--- src/rtl/uart_pkg.sv ---
// -----------------------------------------------------------------------------
// uart_pkg
//   Shared UART definitions for the board link (rx and tx sides).
//   - UART_DATA_BITS    : payload bits per frame (8N1)
//   - UART_CLKS_PER_BIT : default bit period in clock cycles (50 MHz / 115200)
//   - rx_state_t        : receiver FSM state encoding
// -----------------------------------------------------------------------------
package uart_pkg;

  localparam int UART_DATA_BITS    = 8;
  localparam int UART_CLKS_PER_BIT = 434;

  typedef enum logic [2:0] {
    RX_IDLE,
    RX_START,
    RX_DATA,
    RX_STOP,
    RX_BREAK
  } rx_state_t;

endpackage

--- src/rtl/uart_rx_sync.sv ---
// -----------------------------------------------------------------------------
// uart_rx_sync
//   Multi-flop synchroniser bringing the asynchronous serial pin into the
//   receiver clock domain. Flops reset to 1 so that reset never looks like the
//   falling edge of a start bit.
// Ports:
//   i_clk  : receiver clock
//   i_rst  : synchronous active-high reset
//   i_d    : asynchronous input (idle high)
//   o_q    : synchronised output, SYNC_STAGES cycles of latency
// -----------------------------------------------------------------------------
module uart_rx_sync #(
  parameter int SYNC_STAGES = 2
) (
  input  logic i_clk,
  input  logic i_rst,
  input  logic i_d,
  output logic o_q
);

  logic [SYNC_STAGES-1:0] r_sync;

  always_ff @(posedge i_clk) begin
    if (i_rst) r_sync <= '1;
    else       r_sync <= {r_sync[SYNC_STAGES-2:0], i_d};
  end

  assign o_q = r_sync[SYNC_STAGES-1];

endmodule

--- src/rtl/uart_rx.sv ---
// -----------------------------------------------------------------------------
// uart_rx
//   8N1 UART receiver. Samples each bit mid-period using a clock counter,
//   LSB first, and presents each byte on a valid/ready holding register.
//   Flags a bad stop bit (framing error) and a byte lost to a full holding
//   register (overrun) as single-cycle pulses.
// Ports:
//   i_rx_clk       : clock, all logic on posedge
//   i_rx_rst       : synchronous active-high reset
//   i_rx_line      : asynchronous serial input, idle high
//   o_rx_data      : received byte, stable while o_rx_valid
//   o_rx_valid     : byte available, held until accepted
//   i_rx_ready     : consumer accepts byte when valid && ready
//   o_rx_frame_err : 1-cycle pulse, stop bit sampled low
//   o_rx_overrun   : 1-cycle pulse, completed byte dropped (holding reg full)
//   o_rx_busy      : high whenever the FSM is not idle
// -----------------------------------------------------------------------------
module uart_rx
  import uart_pkg::*;
#(
  parameter int CLKS_PER_BIT = UART_CLKS_PER_BIT,
  parameter int SYNC_STAGES  = 2
) (
  input  logic                      i_rx_clk,
  input  logic                      i_rx_rst,
  input  logic                      i_rx_line,
  output logic [UART_DATA_BITS-1:0] o_rx_data,
  output logic                      o_rx_valid,
  input  logic                      i_rx_ready,
  output logic                      o_rx_frame_err,
  output logic                      o_rx_overrun,
  output logic                      o_rx_busy
);

  localparam logic [15:0] LP_FULL = 16'(CLKS_PER_BIT - 1);
  localparam logic [15:0] LP_HALF = 16'(CLKS_PER_BIT / 2 - 1);
  localparam logic [2:0]  LP_LAST = 3'(UART_DATA_BITS - 1);

  logic                      w_rx_s;
  rx_state_t                 r_state;
  rx_state_t                 w_state_nxt;
  logic [15:0]               r_clk_cnt;
  logic [2:0]                r_bit_idx;
  logic [UART_DATA_BITS-1:0] r_shreg;
  logic [UART_DATA_BITS-1:0] r_data;
  logic                      r_valid;
  logic                      r_frame_err;
  logic                      r_overrun;
  logic                      w_bit_tick;
  logic                      w_stop_ok;
  logic                      w_stop_bad;
  logic                      w_hold_full;

  uart_rx_sync #(.SYNC_STAGES(SYNC_STAGES)) u_sync (
    .i_clk (i_rx_clk),
    .i_rst (i_rx_rst),
    .i_d   (i_rx_line),
    .o_q   (w_rx_s)
  );

  // Next-state and per-cycle strobes
  always_comb begin
    w_state_nxt = r_state;
    w_bit_tick  = 1'b0;
    w_stop_ok   = 1'b0;
    w_stop_bad  = 1'b0;
    case (r_state)
      RX_IDLE:  if (!w_rx_s) w_state_nxt = RX_START;
      // Mid-start-bit check rejects short glitches without flagging anything
      RX_START: if (r_clk_cnt == LP_HALF) w_state_nxt = w_rx_s ? RX_IDLE : RX_DATA;
      RX_DATA: begin
        if (r_clk_cnt == LP_FULL) begin
          w_bit_tick = 1'b1;
          if (r_bit_idx == LP_LAST) w_state_nxt = RX_STOP;
        end
      end
      RX_STOP: begin
        if (r_clk_cnt == LP_FULL) begin
          if (w_rx_s) begin
            w_stop_ok   = 1'b1;
            w_state_nxt = RX_IDLE;
          end else begin
            w_stop_bad  = 1'b1;
            w_state_nxt = RX_BREAK;
          end
        end
      end
      // A held-low line must not be mistaken for a new start bit
      RX_BREAK: if (w_rx_s) w_state_nxt = RX_IDLE;
      default:  w_state_nxt = RX_IDLE;
    endcase
  end

  always_ff @(posedge i_rx_clk) begin
    if (i_rx_rst) r_state <= RX_IDLE;
    else          r_state <= w_state_nxt;
  end

  // Bit-period counter: restarts on every state change and every data bit
  always_ff @(posedge i_rx_clk) begin
    if (i_rx_rst)
      r_clk_cnt <= '0;
    else if (w_state_nxt != r_state || w_bit_tick)
      r_clk_cnt <= '0;
    else if (r_state != RX_IDLE && r_state != RX_BREAK)
      r_clk_cnt <= r_clk_cnt + 16'd1;
  end

  always_ff @(posedge i_rx_clk) begin
    if (i_rx_rst) begin
      r_bit_idx <= '0;
      r_shreg   <= '0;
    end else begin
      if (r_state != RX_DATA) r_bit_idx <= '0;
      else if (w_bit_tick)    r_bit_idx <= r_bit_idx + 3'd1;
      if (w_bit_tick) r_shreg[r_bit_idx] <= w_rx_s;
    end
  end

  // Holding register: a byte still waiting with no acceptance this cycle
  // wins over the newly completed one.
  assign w_hold_full = r_valid && !i_rx_ready;

  always_ff @(posedge i_rx_clk) begin
    if (i_rx_rst) begin
      r_data      <= '0;
      r_valid     <= 1'b0;
      r_frame_err <= 1'b0;
      r_overrun   <= 1'b0;
    end else begin
      r_frame_err <= w_stop_bad;
      r_overrun   <= w_stop_ok && w_hold_full;
      if (w_stop_ok && !w_hold_full) begin
        r_data  <= r_shreg;
        r_valid <= 1'b1;
      end else if (r_valid && i_rx_ready) begin
        r_valid <= 1'b0;
      end
    end
  end

  assign o_rx_data      = r_data;
  assign o_rx_valid     = r_valid;
  assign o_rx_frame_err = r_frame_err;
  assign o_rx_overrun   = r_overrun;
  assign o_rx_busy      = (r_state != RX_IDLE);

endmodule

--- config.mk ---
export PLATFORM = sky130hd
export DESIGN_NAME = uart_rx
export DESIGN_NICKNAME = d
export VERILOG_FILES = /design/src/rtl/uart_pkg.sv /design/src/rtl/uart_rx_sync.sv /design/src/rtl/uart_rx.sv
export SDC_FILE = /design/constraint.sdc
export NUM_CORES = 1
export LEC_CHECK = 0
export ABC_AREA = 1
export CAP_MARGIN = 20
export CELL_PAD_IN_SITES_DETAIL_PLACEMENT = 1
export CELL_PAD_IN_SITES_GLOBAL_PLACEMENT = 2
export CORE_MARGIN = 3
export CORE_UTILIZATION = 33
export CTS_CLUSTER_DIAMETER = 60
export DETAILED_ROUTE_END_ITERATION = 10
export DONT_BUFFER_PORTS = 1
export PLACE_DENSITY_LB_ADDON = 0.12
export SYNTH_ARGS = -nofsm -noshare
export SYNTH_HDL_FRONTEND = slang
export SYNTH_SLANG_ARGS = --single-unit
--- constraint.sdc ---
create_clock -name i_rx_clk -period 1.5 [get_ports i_rx_clk]
set_input_delay 0.15 -clock i_rx_clk [delete_from_list [all_inputs] [get_ports i_rx_clk]]
set_output_delay 0.15 -clock i_rx_clk [all_outputs]
set_load 0.02 [all_outputs]
==> metrics, run 1 <==
failing checks negative setup slack; Achievable Freq 0.614 GHz; Max Slew Vio Count 0; fin area 0.00309 sq mm; DR WL/cell roughly 14 microns; DRT antenna net count 0; number of fill cells 765; final std cells w/o fill 414; Final Hold Viols 0; startpoint types flip-flop; Die ar. around 0.0075 sq mm; Die Ht 86.7 microns; Clock Skew 0.00797 ns; Hold WC Path Type in2reg; CTS max path bufs 2; grt total ovfl 0; total wire length 5830 microns; HPWL Detailed about 4300 microns; Most used DFF post-synth dfxtp_1; gr usage total about 17%; Power Dens Cells 672 mW/mm^2; IO Port Bufs 0; Post-synth EDFFs 0; placed insts 394; CTS tree done; kind of end point of the critical path flip-flop; status complete, but fails checks; Crit path arrival time 1.82 ns; Synth top area share 40.1%; share of layout cells above drive strength 1 45.7%; CTS Sinks 43; Synth Instances 278; Placed Area approximately 0.0026 sq mm; IR drop worst, VDD 0.000341 V; Distinct cells, synth 29; # IOs 16; Req. time, crit path 1.69 ns; most numerous cell in the Yosys netlist dfxtp_1; Vias/cell 4.72; Reg-to-Reg Start r_clk_cnt[1]; synthesis warning total 0; Avg Cell Area, Syn 7.72 sq um; top post-synthesis cells by area dfxtp_1 40%, nor2_1 7.2%, nor2_4 6.8%; WHS Path Cells 3; 1st-iter DRT viols 67; max_slew headroom 52.0%; Final setup viols 34; initial core utilization 35.2%; Hold Path Sink o_rx_overrun; chip width 86.7 microns; final worst slack -0.127 ns; first-pass GRT wire length 9850 microns; unrepaired setup endpoints after global routing true; LEAKAGE 1.21 nW; Final Cycle Share 108%; R2R Setup Slk -0.13 ns; Max FO, Critical Path 8; Synth Cell Area 0.00215 sq mm; Crit Path Category reg2reg; Final min period 1.63 ns; Nets roughly 350; # diodes 0; number of global-route vias before repair 1972; top post-synthesis cells by count 43 x dfxtp_1, 41 x nor2_1, 33 x inv_1, 33 x nand2_1, 21 x nor3_1; initial antenna violation count 0; CTS clock-pin slew for the worst setup and hold paths about 0.08 ns; reg2reg path depth 10; Least-Margin Pin Slew 0.718 ns; via count 1954; root cell of the clock tree clkbuf_8; RR Endpoint r_clk_cnt[4]; Hold Crit Start i_rx_ready; First-pass DRT Iterations 4; Seq cells post-synth 43; CTS H-tree depth 2; synth-to-layout area growth 43.9%; area leader, netlist dfxtp_1; Syn Nets 287; Final Wtd Congestion 0.728; clk_lat worst skew 0.30 ns; total of max-cap violations 0; drt drc 0; CTS Buf Count 5; ys async rst share 0%; sequential fraction of the synthesis area 40.1%; CORE AREA 0.00610 sq mm; # rows 28; largest net degree at the start of global routing 15
## cell families after synthesis
family                     Yosys count  synth area share (%)
buffers and inverters               43                  8.28
DFF                                 43                  40.1
adders and majority gates            5                  2.91
AOI/OAI and AO/OA                   36                  9.15
and+or+nand+nor                    136                  33.5
xor gates and xnor gates            15                  6.12
## worst max path at each step
stage / depth (start not counted) / end / start
2_1_floorplan: 12 / r_clk_cnt[12] / r_clk_cnt[1]
3_3_place_gp: 9 / o_rx_data[1] / r_clk_cnt[1]
3_5_place_dp: 8 / o_rx_data[1] / r_clk_cnt[12]
4_1_cts: 11 / r_clk_cnt[1] / r_clk_cnt[1]
5_1_grt: 9 / r_clk_cnt[3] / r_state[2]
6_report: 10 / r_clk_cnt[4] / r_clk_cnt[1]
## power breakdown
group	switching [W]	internal, W	total [W]
Sequential	0.00000961	0.00115	0.00116
Clock	0.000419	0.000325	0.000745
Combinational	0.000102	0.0000719	0.000173
## through the flow
step / setup TNS (ns) / hold slack, ns / total power, W / util [%] / setup WS (ns)
5_1_grt: -6.95 / 0.0593 / 0.00216 / 50.7 / -0.240
4_1_cts: -1.88 / 0.0323 / 0.00210 / 46.6 / -0.116
2_1_floorplan: -0.209 / 0.228 / 0.00127 / - / -0.0238
3_3_place_gp: -3.49 / 0.223 / 0.00132 / 42.8 / -0.235
6_report: -2.88 / 0.0402 / 0.00207 / 50.7 / -0.127
3_5_place_dp: -3.79 / 0.226 / 0.00132 / 42.8 / -0.210
## placed cells by master (no fill, tap or decap), types with 3 or more instances in the layout
cell,n
buf_4,50
dfxtp_1,37
inv_1,32
nor2_1,30
nand2_1,27
nor2_4,21
nor3_2,13
a21oi_1,10
nor2_2,9
nand3_1,8
a21oi_2,8
xor2_1,8
o21ai_1,7
nor3_1,6
inv_2,5
nand2_2,5
xnor2_1,5
clkbuf_8,5
dfxtp_2,5
nand3_4,4
ha_1,4
nand2_4,3
nor3_4,3
o21ai_2,3
o21ai_0,3
a211oi_2,3
nand4_1,3
nand3_2,3
## area by class of cell
| class | count | area, sq um | area share (%) |
|---|---|---|---|
| Multi-Input combinational cell | 193 | 1430 | 46.3 |
| Clock inverter | 3 | 18.8 | 0.608 |
| Timing Repair Buffer | 56 | 458 | 14.8 |
| Tap cell | 75 | 93.8 | 3.04 |
| Inverter | 39 | 149 | 4.82 |
| Clock buffer | 5 | 68.8 | 2.23 |
| Sequential cell | 43 | 871 | 28.2 |
## metal layers
layer  global-route usage (%)  share of wire (%)  wire, microns  up-vias
met5                        0                  0              0        -
met3                     3.23                2.7            160        7
met4                     5.52                1.4             81        0
met2                     25.0                 43           2490       18
li1                         -                  -              -     1003
met1                     24.3                 53           3090      926
## flip-flops by register name, summed over array words and instances, names as in the netlist
name and flops:
o_rx_frame_err 1, o_rx_valid 1, u_sync.r_sync 2, r_clk_cnt 16, r_shreg 8, o_rx_data 8
o_rx_overrun 1, r_state 3, r_bit_idx 3
## worst max-delay path, stage by stage, from the launching register on
cell and delay, ns:
dfxtp_2 0.34, inv_2 0.08, ha_4 0.14, nand3_4 0.10, nor2_4 0.19, nand4_1 0.16
nand4_1 0.14, nand2_2 0.08, nand2_4 0.10, buf_12 0.14, nor2_1 0.04
## timing repair
action                                  CTS  global route
gates cloned                              0             1
endpoints found under the setup margin   32            39
pin swaps                                 6            22
buffers inserted                          6             4
hold buffers                              2             0
endpoints found under the hold margin    14             0
gates resized for setup                  25            53
Power figures use the tool's default switching activity.
==> inputs of run 2 (changes only) <==
--- a/config.mk
+++ b/config.mk
@@ -5,16 +5,17 @@
 export SDC_FILE = /design/constraint.sdc
 export NUM_CORES = 1
 export LEC_CHECK = 0
-export ABC_AREA = 1
+export ABC_AREA = 0
 export CAP_MARGIN = 20
 export CELL_PAD_IN_SITES_DETAIL_PLACEMENT = 1
 export CELL_PAD_IN_SITES_GLOBAL_PLACEMENT = 2
 export CORE_MARGIN = 3
-export CORE_UTILIZATION = 33
+export CORE_UTILIZATION = 35
 export CTS_CLUSTER_DIAMETER = 60
 export DETAILED_ROUTE_END_ITERATION = 10
 export DONT_BUFFER_PORTS = 1
 export PLACE_DENSITY_LB_ADDON = 0.12
+export RECOVER_POWER = 100
 export SYNTH_ARGS = -nofsm -noshare
 export SYNTH_HDL_FRONTEND = slang
 export SYNTH_SLANG_ARGS = --single-unit
==> run 2 against run 1 <==
Against the previous run: the run still ends with negative setup slack left; setup slack lost 0.38 ns; fmax is 19% lower; critical path type unchanged; critical path depth is 4 lower; count of clock-buffer cells in the layout rose by 1; hold slack worse by 0.013 ns; final cell count shrank 16%; die area down 10%.
==> metrics, run 2 <==
status complete, but fails checks; failing checks negative setup slack; max reg flops 16; final std cells w/o fill ~350; Clock Skew 0.00913 ns; Setup crit end r_clk_cnt[2]; cell-internal power 0.00169 W; sequential fraction of the synthesis area 42.3%; Placed Area about 0.0024 sq mm; initial core utilization 36.5%; Crit Path Category reg2reg; number of global-route vias before repair 1941; Largest Register r_clk_cnt; final worst slack -0.507 ns; first-pass GRT wire length 9360 microns; root cell of the clock tree clkbuf_8; CTS H-tree depth 2; area leader, netlist dfxtp_1; commonest non-fill, non-tap cells in the layout 39 x nor2_1, 37 x dfxtp_1, 37 x buf_4; Switching Fraction about a fifth; max_slew headroom 43.4%; CP Buf/Inv Count 1; Crit path arrival time 2.19 ns; Synth top area share roughly 42%; grt total ovfl 0; Most used DFF post-synth dfxtp_1; largest net degree at the start of global routing 27; CTS tree done; CTS clock-pin slew for the worst setup and hold paths 0.08 ns; gr usage total 18.2%; Final Hold Viols 0; HPWL Detailed 4000 microns; top post-synthesis cells by area dfxtp_1 42%, nor2_1 7.8%, mux2i_1 7.4%; total wire length a little under 6000 microns; drt drc 0; Synth Cell Area 0.00203 sq mm; Worst path slowest cell or4_4; Die ar. between 0.006 and 0.007 sq mm; start point of the critical path r_clk_cnt[15]; fin area 0.00296 sq mm; WHS Path Cells 1; reg2reg path depth 6; share of layout cells above drive strength 1 40.8%; Final setup viols 41; Final min period between 2 and 2.5 ns; Req. time, crit path between 1.5 and 2 ns; top post-synthesis cells by count 43 x dfxtp_1, 42 x nor2_1, 15 x mux2i_1; 1st-iter DRT viols 44; initial antenna violation count 0; Final Wtd Congestion 0.810; CORE AREA 0.00557 sq mm; Post-synth EDFFs 0; commonest non-fill, non-tap cell in the layout nor2_1; First-pass DRT Iterations 4; Achievable Freq 0.498 GHz; Die Ht 82.2 microns; CTS Buf Count 5; Syn Nets 230; Least-Margin Pin Slew 0.846 ns; CTS Sinks 43; DR WL/cell 16.5 microns; Max Slew Vio Count 0; startpoint types flip-flop; crit-path cells or4_4, nor4_4, nand4b_1, o2111ai_4, buf_12, nor2_1; Nets about 290; # IOs 16; Synth Instances 221; chip width 82.2 microns; synthesis warning total 0; unrepaired setup endpoints after global routing true; via count 1796; setup TNS -14.73 ns; LEAKAGE ~1.1 nW; DRT antenna net count 0; pre-CTS setup slack -0.530 ns; Final Cycle Share 134%; clk_lat worst skew about 0.30 ns; CTS max path bufs 2; Final Util 53.1%; total of max-cap violations 0; ys async rst share 0%; IO Port Bufs 0; kind of end point of the critical path flip-flop; most numerous cell in the Yosys netlist dfxtp_1; Seq cells post-synth 43; cell family with most CP delay simple AND/OR/NAND/NOR gates; slowest stage delay, CP 0.55 ns; Power Dens Cells about 730 mW/mm^2; Distinct cells, synth 43; number of fill cells 627; Reg-to-Reg Start r_clk_cnt[15]; Hold WC Path Type in2reg; Max FO, Critical Path 16; Vias/cell 5.15; synth-to-layout area growth 45.5%; # diodes 0; placed insts 326; IR drop worst, VDD about 0.00041 V; Avg Cell Area, Syn about 9 sq um; Clk pwr share 40.3%; RR Endpoint r_clk_cnt[2]; Crit path depth 6; # rows 27; R2R Setup Slk -0.51 ns; Comb pwr share under 10%; Flop pwr share 53.7%; Net Sw Power 0.000454 W
run 2: through the flow:
stage,power [W],hold WS [ns]
final,0.00215,0.0273
after global routing,0.00225,0.00797
after CTS,0.00216,-0.0979
after detailed placement,0.00127,0.226
after global placement,0.00126,0.224
after floorplan,0.00124,0.254
run 2: cell type report:
type	count	area (sq um)	area share, %
multi-input combinational	165	1380	46.7
sequential	43	868	29.3
timing repair buffer	57	497	16.8
tap	72	90.1	3.04
clock buffer	6	72.6	2.45
clock inverter	1	30.0	1.01
inverter	5	18.8	0.634
run 2: routing by layer:
metal	vias to the layer above	track usage [%]	wire length, microns
li1	879	-	-
met4	0	3.99	59
met1	894	23.9	2600
met3	6	3.58	150
met2	17	30.6	2950
met5	-	0	0
run 2: cell families (layout without fill, tap and decap cells):
group	after synthesis	in the layout	synth area share, %
AOI/OAI and AO/OA	23	23	9.29
DFF	43	43	42.3
muxes	15	15	7.38
and+or+nand+nor	106	106	28.2
buffers and inverters	13	69	2.83
xor gates and xnor gates	16	16	6.89
adders and majority gates	5	5	3.08
run 2: timing repair:
| item | 4_1_cts | 5_1_grt |
|---|---|---|
| hold endpoints to repair | 21 | 19 |
| endpoints found under the setup margin | 42 | 42 |
| hold buffers | 3 | 1 |
| gates resized for setup | 44 | 19 |
| pin swaps | 20 | 10 |
| buffers inserted | 8 | 7 |
run 2: worst min-delay path by stage:
| stage | start | endpoint | slack, ns |
|---|---|---|---|
| floorplan | i_rx_line | u_sync.r_sync[0] | 0.25 |
| global placement | i_rx_rst | r_state[1] | 0.22 |
| detailed placement | i_rx_rst | r_state[1] | 0.23 |
| CTS | i_rx_rst | r_shreg[5] | -0.1 |
| global route | i_rx_rst | r_shreg[0] | 0.008 |
| finish | i_rx_rst | r_shreg[4] | 0.03 |
run 2: power by group through the flow:
stage | clock (W) | combinational (W) | sequential, W
floorplan | 0 | 0.0000649 | 0.00118
global placement | 0 | 0.0000857 | 0.00118
detailed placement | 0 | 0.0000875 | 0.00118
CTS | 0.000890 | 0.000115 | 0.00115
global route | 0.000954 | 0.000142 | 0.00115
finish | 0.000865 | 0.000130 | 0.00115
==> inputs of run 3 (changes only) <==
--- a/config.mk
+++ b/config.mk
@@ -9,8 +9,10 @@
 export CAP_MARGIN = 20
 export CELL_PAD_IN_SITES_DETAIL_PLACEMENT = 1
 export CELL_PAD_IN_SITES_GLOBAL_PLACEMENT = 2
+export CORE_ASPECT_RATIO = 1.1
 export CORE_MARGIN = 3
-export CORE_UTILIZATION = 35
+export CORE_UTILIZATION = 37
+export CTS_BUF_LIST = sky130_fd_sc_hd__clkbuf_2 sky130_fd_sc_hd__clkbuf_4 sky130_fd_sc_hd__clkbuf_8
 export CTS_CLUSTER_DIAMETER = 60
 export DETAILED_ROUTE_END_ITERATION = 10
 export DONT_BUFFER_PORTS = 1
==> run 3 against run 2 <==
Against the previous run: the flow still finishes with violations (negative setup slack); non-clock buffer count grew 2; clock skew fell by 0.0059 ns; flip-flop and latch count stayed put; sequential share of layout area is 0.36 points higher; utilization is 3.5 points higher; combinational power is 5% higher; die area decreased by 5.0%; via count about the same; sequential power about the same; critical path type unchanged; critical endpoint is now r_clk_cnt[1]; highest routed layer unchanged.
==> metrics, run 3 (synthesized netlist as in run 2, its figures left out) <==
1st-iter DRT viols 26; reg2reg path depth 9; number of global-route vias before repair 1947; CORE AREA slightly above 0.005 sq mm; initial core utilization about two fifths; Final Wtd Congestion 0.782; Final Cycle Share 131%; Vias/cell 5.11; crit-path cells buf_4, nor4_4, buf_4, nand4_4, buf_6, a21bo_2, o2111ai_4, buf_6, a21oi_1; setup TNS -13.42 ns; # IOs 16; Max FO, Critical Path 6; Setup crit end r_clk_cnt[1]; R2R Setup Slk -0.46 ns; start point of the critical path r_clk_cnt[10]; Power Total ~0.0022 W; CTS H-tree depth 2; IR drop worst, VDD 0.000494 V; CTS Buf Count 5; final worst slack -0.458 ns; via count 1797; status complete, but fails checks; LEAKAGE 1.11 nW; Final Hold Viols 0; CTS clock-pin slew for the worst setup and hold paths 0.09 ns; largest net degree at the start of global routing 27; Die ar. 0.00642 sq mm; synth-to-layout area growth 43.8%; number of fill cells 580; HPWL Detailed 3970 microns; IO Port Bufs 0; commonest non-fill, non-tap cell in the layout buf_4; total of max-cap violations 0; CTS Sinks 43; slowest stage delay, CP 0.33 ns; footprint of the multi-input gates ~0.0013 sq mm; commonest non-fill, non-tap cells in the layout 40 x buf_4, 39 x nor2_1, 37 x dfxtp_1; Hold WC Path Type in2reg; failing checks negative setup slack; chip width 76.7 microns; drt drc 0; clk_lat worst skew about 0.30 ns; Final min period 1.96 ns; DR WL/cell between 15 and 20 microns; Power Dens Cells 757 mW/mm^2; register area 868 sq um; Reg-to-Reg Start r_clk_cnt[10]; kind of end point of the critical path flip-flop; Worst path slowest cell dfxtp_1; total wire length 5900 microns; RR Endpoint r_clk_cnt[1]; # diodes 0; # rows 27; DRT antenna net count 0; Hold Crit Start i_rx_rst; Clock Skew 0.00318 ns; max_slew headroom slightly below 40%; share of layout cells above drive strength 1 between 30% and 40%; Least-Margin Pin Slew between 0.9 and 1 ns; initial antenna violation count 0; Crit path arrival time 2.15 ns; Largest Register r_clk_cnt; unrepaired setup endpoints after global routing true; gr usage total between 10% and 20%; final hold slack between 0.08 and 0.09 ns; Max Slew Vio Count 0; Crit Path Category reg2reg; CTS max path bufs 2; CTS tree done; root cell of the clock tree clkbuf_8; Final setup viols 39; Req. time, crit path 1.70 ns; Die Ht 83.7 microns; max reg flops 16; Nets around 290; grt total ovfl 0; pre-CTS setup slack -0.512 ns; First-pass DRT Iterations 4; Achievable Freq 0.511 GHz; first-pass GRT wire length 9250 microns; startpoint types flip-flop
[run 3: power by group]
| group | total (W) | internal, W | switching (W) |
|---|---|---|---|
| sequential | 0.00115 | 0.00115 | 0.00000610 |
| combinational | 0.000137 | 0.0000631 | 0.0000741 |
| clock | 0.000922 | 0.000496 | 0.000426 |
| total | 0.00221 | 0.00171 | 0.000506 |
[run 3: timing repair]
item | CTS | global route
pin swaps | 12 | 18
endpoints found under the hold margin | 21 | 21
endpoints found under the setup margin | 42 | 41
hold buffers | 3 | 2
setup buffers | 6 | 11
resized for setup | 30 | 21
[run 3: worst min-delay path by stage]
stage / end / slack (ns) / cells after the start
final: r_bit_idx[1] / 0.09 / 3
after global placement: o_rx_data[0] / 0.23 / 1
after floorplan: u_sync.r_sync[0] / 0.25 / 1
after detailed placement: o_rx_data[1] / 0.23 / 1
after CTS: r_state[1] / -0.11 / 1
after global routing: r_bit_idx[1] / 0.1 / 3
[run 3: area by class of cell]
class	count	share of cell area, %
inverters	5	0.642
well taps	72	3.08
multi-input cells	165	45.2
repair buffers	59	17.6
clock buffers	5	2.35
clock inverters	3	1.50
flip-flops and latches	43	29.7
[run 3: worst max-delay path: cells and delay by family (launching register included)]
kind / cells / cell delay (ns)
AND/OR/NAND/NOR: 2 / 0.42
flip-flops: 1 / 0.33
buffers and inverters: 4 / 0.69
AO/OA/AOI/OAI: 3 / 0.41
[run 3: per-layer routing]
layer	share of wire [%]	vias up	global-route usage, %
met1	44	874	21.0
met3	2.4	13	4.00
met5	0	-	0
met2	50	24	31.1
li1	-	886	-
met4	2.9	0	7.58
[run 3: per-stage QoR]
step           cell area [sq um]  util (%)  instances
2_1_floorplan               2080         -        221
3_3_place_gp                2440      47.3        327
3_5_place_dp                2440      47.3        327
4_1_cts                     2770      53.6        343
5_1_grt                     2920      56.5        352
6_report                    2920      56.5        352
